## config.mk

```make
export PLATFORM = sky130hd
export DESIGN_NAME = sm4_dec_iter
export DESIGN_NICKNAME = d
export VERILOG_FILES = /design/src/rtl/sm4_dec_iter.sv
export SDC_FILE = /design/constraint.sdc
export NUM_CORES = 2
export LEC_CHECK = 0
export ABC_AREA = 1
export BUFFER_PORTS_ARGS = -buffer_cell sky130_fd_sc_hd__buf_2
export CAP_MARGIN = 10
export CELL_PAD_IN_SITES_DETAIL_PLACEMENT = 2
export CELL_PAD_IN_SITES_GLOBAL_PLACEMENT = 2
export CORE_ASPECT_RATIO = 1.4
export CORE_MARGIN = 2
export CORE_UTILIZATION = 43
export CTS_BUF_LIST = sky130_fd_sc_hd__clkbuf_8
export CTS_CLUSTER_SIZE = 24
export DETAILED_ROUTE_END_ITERATION = 8
export GPL_TIMING_DRIVEN = 0
export PLACE_DENSITY_LB_ADDON = 0.1
export SLEW_MARGIN = 30
export SYNTH_ARGS = -nofsm -noshare
export SYNTH_HDL_FRONTEND = slang
export SYNTH_SLANG_ARGS = --single-unit
```

## constraint.sdc

```tcl
create_clock -name CLK_i -period 11.2 [get_ports CLK_i]
set_clock_uncertainty 0.15 [all_clocks]
set_input_delay 0.56 -clock CLK_i [delete_from_list [all_inputs] [get_ports CLK_i]]
set_output_delay 0.56 -clock CLK_i [all_outputs]
set_load 0.005 [all_outputs]
```

## src/rtl/sm4_dec_iter.sv

```systemverilog
// sm4_dec_iter: iterative SM4 block decryptor, one round per clock, keys applied rk31 first.
// Optional feature macro SM4_DEC_ENC_MODE_EN adds MODE_i (1 = encrypt with rk0 first).
module sm4_dec_iter (
    input  logic         CLK_i,
    input  logic         RST_i,
    input  logic         RK_WE_i,
    input  logic [4:0]   RK_ADDR_i,
    input  logic [31:0]  RK_i,
    input  logic [127:0] DAT_i,
    input  logic         DAT_VALID_i,
    output logic         DAT_READY_o,
    output logic [127:0] DAT_o,
    output logic         DAT_VALID_o,
`ifdef SM4_DEC_ENC_MODE_EN
    input  logic         MODE_i,
`endif
    input  logic         DAT_READY_i
);
    localparam logic [2047:0] SBOX = {
        128'hd690e9fecce13db716b614c228fb2c05, 128'h2b679a762abe04c3aa44132649860699,
        128'h9c4250f491ef987a33540b43edcfac62, 128'he4b31ca9c908e89580df94fa758f3fa6,
        128'h4707a7fcf37317ba83593c19e6854fa8, 128'h686b81b27164da8bf8eb0f4b70569d35,
        128'h1e240e5e6358d1a225227c3b01217887, 128'hd40046579fd327524c3602e7a0c4c89e,
        128'heabf8ad240c738b5a3f7f2cef96115a1, 128'he0ae5da49b341a55ad933230f58cb1e3,
        128'h1df6e22e8266ca60c02923ab0d534e6f, 128'hd5db3745defd8e2f03ff6a726d6c5b51,
        128'h8d1baf92bbddbc7f11d95c411f105ad8, 128'h0ac13188a5cd7bbd2d74d012b8e5b4b0,
        128'h8969974a0c96777e65b9f109c56ec684, 128'h18f07dec3adc4d2079ee5f3ed7cb3948};

    typedef enum logic [1:0] {IDLE, RUN, DONE} state_t;

    state_t      state;
    logic [31:0] rk [32];
    logic [31:0] x0, x1, x2, x3;
    logic [31:0] t_in, t_out, x_new;
    logic [4:0]  r, key_idx;

    function automatic logic [7:0] sbox(input logic [7:0] a);
        return SBOX[{~a, 3'b000} +: 8];
    endfunction

`ifdef SM4_DEC_ENC_MODE_EN
    logic enc;
    assign key_idx = enc ? r : ~r;
`else
    assign key_idx = ~r;
`endif

    // round datapath: Xnew = X0 ^ L(tau(X1^X2^X3^rk))
    always_comb begin
        t_in  = x1 ^ x2 ^ x3 ^ rk[key_idx];
        t_out = {sbox(t_in[31:24]), sbox(t_in[23:16]), sbox(t_in[15:8]), sbox(t_in[7:0])};
        x_new = x0 ^ t_out ^ {t_out[29:0], t_out[31:30]} ^ {t_out[21:0], t_out[31:22]}
                ^ {t_out[13:0], t_out[31:14]} ^ {t_out[7:0], t_out[31:8]};
    end

    // key file: writable only while idle, survives reset
    always_ff @(posedge CLK_i) begin
        if (RK_WE_i && state == IDLE) rk[RK_ADDR_i] <= RK_i;
    end

    // control FSM with registered handshake outputs and round state
    always_ff @(posedge CLK_i) begin
        if (RST_i) begin
            state       <= IDLE;
            r           <= '0;
            DAT_READY_o <= 1'b1;
            DAT_VALID_o <= 1'b0;
            DAT_o       <= '0;
        end else begin
            case (state)
                IDLE: if (DAT_VALID_i) begin
                    {x0, x1, x2, x3} <= DAT_i;
                    r                <= '0;
                    state            <= RUN;
                    DAT_READY_o      <= 1'b0;
`ifdef SM4_DEC_ENC_MODE_EN
                    enc              <= MODE_i;
`endif
                end
                RUN: begin
                    {x0, x1, x2, x3} <= {x1, x2, x3, x_new};
                    r                <= r + 5'd1;
                    if (r == 5'd31) begin
                        state       <= DONE;
                        DAT_VALID_o <= 1'b1;
                        DAT_o       <= {x_new, x3, x2, x1};
                    end
                end
                DONE: if (DAT_READY_i) begin
                    state       <= IDLE;
                    DAT_VALID_o <= 1'b0;
                    DAT_READY_o <= 1'b1;
                end
                default: state <= IDLE;
            endcase
        end
    end
endmodule
```

==> results of run 1 <==
[kinds of logic after synthesis]
| kind of cell | share of synthesized area [%] |
|---|---|
| compound gates | 5.62 |
| fa+ha+maj | 0.446 |
| buf+inv | 6.12 |
| simple gates | 31.1 |
| flops | 55.4 |
| xor+xnor | 1.34 |
[Yosys cell counts, drive strengths merged]
| library cell | n |
|---|---|
| clkbuf | 121 |
| xor2 | 70 |
| nand4 | 35 |
| nand3 | 1699 |
| inv | 365 |
| o21ai | 430 |
| a211oi | 1 |
| o31ai | 6 |
| o22ai | 17 |
| o21a | 20 |
| edfxtp | 1152 |
| a31o | 1 |
| nand3b | 19 |
| dfxtp | 137 |
| a21oi | 117 |
| xnor2 | 21 |
| o221ai | 50 |
| clkinv | 2 |
| nor2 | 355 |
| buf | 363 |
| nor3 | 4 |
| and2 | 1 |
| ha | 24 |
| a31oi | 8 |
| a32o | 2 |
| o211ai | 26 |
| nand2 | 2778 |
| nor3b | 1 |
| a221oi | 1 |
[stage by stage]
stage	hold slack, ns	util (%)	setup WS [ns]	area (um2)
after CTS	0.000379	51.5	3.60	80000
after detailed placement	0.325	47.8	3.80	74200
after global placement	0.309	46.0	0.201	71500
after floorplan	0.302	-	4.23	67400
[metal layers]
metal / GRT overflow / global-route usage [%]
met5: 0 / 44.1
met4: 23 / 77.7
met3: 1 / 59.9
met2: 23 / 93.7
met1: 0 / 74.2
==> metrics.cfg, run 1 <==
[run_status]
run_status=did not finish
failing_step=global routing (5_1_grt)
tool.error=[ERROR GRT-0116] Global routing finished with congestion. Check the congestion regions in the DRC Viewer.

[global_routing]
grt_pass1_vias=94464
grt-ovfl-total=47
grt_max_degree=33
grtUsageTotal_pct=76.3
grt_pass1_wl_mm=846

[cts]
postCtsHoldBufs=149
numClockSinks=1289
numCtsBuffers=202
htreeDepth=4
cts_resized=0
root_buffer=clkbuf_8
post_cts_buffers=0
clockBufferDepth=3

[synth]
ys_ff_latch=1289
syn_avg_cell_area_um2=8.61
syn-num-nets=8020
postSynthCellCount=7826
synth.distinct_cells=48
synth.area.top_cells=edfxtp_1 (51%), nand2_1 (15%), nand3_1 (13%)
yosysSeqAreaShare_pct=55.4
yosys.area.top_type=edfxtp_1
synth_top_area_share_pct=51.3
yosysWarnings=0
syn_area_um2=67400

[floorplan]
start_util_pct=43.4
dieWidth_um=339
die_y_um=472
io_pins=300
rows=171

[placed_design]
hpwlAfterDp_mm=334
dp_cells=10297
io_buffers=298
routabilityCongestion=1.08

==> run 2: changes to the inputs <==
Settings changed: CELL_PAD_IN_SITES_DETAIL_PLACEMENT 2 to not set, CELL_PAD_IN_SITES_GLOBAL_PLACEMENT 2 to not set, CORE_ASPECT_RATIO 1.4 to not set, CORE_UTILIZATION 43 to 40, CTS_BUF_LIST sky130_fd_sc_hd__clkbuf_8 to not set, CTS_CLUSTER_SIZE 24 to not set, PLACE_DENSITY_LB_ADDON 0.1 to 0.15.
==> metrics.cfg, run 2 <==
[global_routing]
antenna_found_initial=16
grt_pass1_vias=60740
grt_pass1_wl_mm=483
grt-ovfl-total=0
grtUsageTotal_pct=39.9
grt_max_degree=33

[hold_path]
whs_endpoint=x0[23]
min_path_type=primary input to flip-flop
min-delay-start=DAT_i[119]
hold_depth=3

[drt]
ant_nets=0
drt_iter0_drc=9561
routed_wl_mm=352
wl_per_cell_um=32.6
drc=0
viasPerCell=6.01
dr.pass1.iters=7
vias=64941

[sta]
hold_viol_final=0
worst_pin_slew_ns=1.15
fmax_mhz=136
slew_violations=0
period_share_pct=65.8
grt_setup_unrepaired=false
post-route-min-period_ns=7.37
hold_ws_ns=0.00209
maxSlewHeadroom_pct=23.5
setup_viol=0

[synth]
synth_top_area_share_pct=51.3
yosys.area.top_type=edfxtp_1
syn_avg_cell_area_um2=8.61
synth_most_common_cell=nand2_1
synth_flop_cell=edfxtp_1
yosysWarnings=0
synth.area.top_cells=edfxtp_1 (51%), nand2_1 (15%), nand3_1 (13%)
syn-num-nets=8020
synth.distinct_cells=48
synth-async-reset-ratio_pct=0
yosysSeqAreaShare_pct=55.4
postSynthCellCount=7826
ys_ff_latch=1289
syn_area_um2=67400
yosys-top-cells-count=nand2_1 (2722), nand3_1 (1687), edfxtp_1 (1152)
synth_edf_count=1152

[floorplan]
die_y_um=414
rows=150
fp.coreArea_um2=167000
io_pins=300
start_util_pct=40.3
dieArea_um2=172000
dieWidth_um=414

[layout]
mostFrequentLayoutCells=nand2_1 (2722), nand3_1 (1687), edfxtp_1 (1152), buf_2 (520), o21ai_0 (379)
nets=8671
largest_reg_flops=1024
n_fill_cell=15878
drive_gt1_share_pct=13.2
finalInstanceArea_um2=80200
regMostFlops=rk
layout_commonest_cell=nand2_1
final_util_pct=48.0
syn2layout_area_growth_pct=19.1
top_regs=rk x1024, DAT_o x128

[placed_design]
routabilityCongestion=1.06
hpwlAfterDp_mm=260
placed_area_um2=74600
io_buffers=298

[worst_setup_path]
criticalPathCategory=flip-flop to flip-flop
worstSetupEndpointType=flip-flop
slowest_delay_ns=0.74
reg2reg_to=x3[17]
cp_common_cell=nand2_1
reg2reg_depth=27
cp.required_ns=11.54
critical-path-top-delay-family=simple AND/OR/NAND/NOR gates
timing.rr.start=r[2]
cp.arrival_ns=7.71
crit_start=r[2]
cp_slowest_cell=o21ai_1
cp_max_fo=11
r2r_setup_slack_ns=3.83
crit_buf_inv=5
crit_path_start_kind=flip-flop

[cts]
htreeDepth=4
clockBufferDepth=3
post_cts_buffers=0
root_buffer=clkbuf_16
numClockSinks=1289
postCtsHoldBufs=105
cts_resized=0
insertion_delay_ns=0.84
cts_tree=done
clkTransAtPathRegs_ns=0.05
numCtsBuffers=143

[run_status]
run_status=finished clean

[power]
leakagePower_nw=33.6
ir_worst_vdd_v=0.000193
total_power_mw=19.3
p_per_area_nw_per_um2=241

[job]
drv_cap=0

-- run 2: cell counts after synthesis --
Identical to the previous run, type by type.
-- run 2: tightest hold or removal path, cell delays in order --
cell	delay, ns
buf_2	0.07
nand2_1	0.04
o21ai_0	0.15
-- run 2: area by class of cell --
type	count	area, um2	area share [%]
Sequential cell	1289	37300	46.5
Multi-Input combinational cell	5686	26200	32.7
Timing Repair Buffer	506	5210	6.50
Clock buffer	171	3820	4.76
Buffer	484	2770	3.45
Tap cell	2204	2760	3.44
Inverter	367	1390	1.73
Clock inverter	89	743	0.926
Antenna cell	6	15.0	0.0187
-- run 2: cells by family after synthesis --
logic type               share of synthesized area [%]
AND/OR/NAND/NOR                                   31.1
adder cells (fa/ha/maj)                          0.446
AO/OA/AOI/OAI                                     5.62
XOR/XNOR                                          1.34
buffers and inverters                             6.12
flip-flops                                        55.4
-- run 2: routing by layer --
| layer | share of wire [%] | vias to the layer above | global-route usage [%] |
|---|---|---|---|
| met5 | 0.028 | - | 0 |
| met4 | 8.2 | 14 | 27.6 |
| met3 | 9.7 | 1005 | 7.38 |
| met2 | 45 | 4332 | 62.8 |
| met1 | 37 | 31505 | 49.8 |
| li1 | - | 28085 | - |
-- run 2: worst max path at each step --
| stage | slack (ns) | cells after the start | endpoint |
|---|---|---|---|
| after global routing | 3.92 | 30 | x3[20] |
| after detailed placement | 4.26 | 29 | x3[17] |
| after CTS | 4.24 | 27 | x3[17] |
| final | 3.83 | 27 | x3[17] |
| after global placement | -0.55 | 4 | x1[27] |
| after floorplan | 4.23 | 4 | x0[0] |
-- run 2: metrics by stage --
stage,TNS [ns],instances,setup slack (ns)
after CTS,0,10796,4.24
after global placement,-66.41,10328,-0.554
after floorplan,0,7826,4.23
final,0,10802,3.83
after detailed placement,0,10431,4.26
after global routing,0,10801,3.92
-- run 2: power by group --
| part | internal, mW | total, mW | switching (mW) |
|---|---|---|---|
| Sequential | 5.34 | 5.40 | 0.0605 |
| Clock | 2.56 | 4.64 | 2.08 |
| Combinational | 2.19 | 9.28 | 7.09 |
No activity file was read; power rests on OpenSTA's default activity.
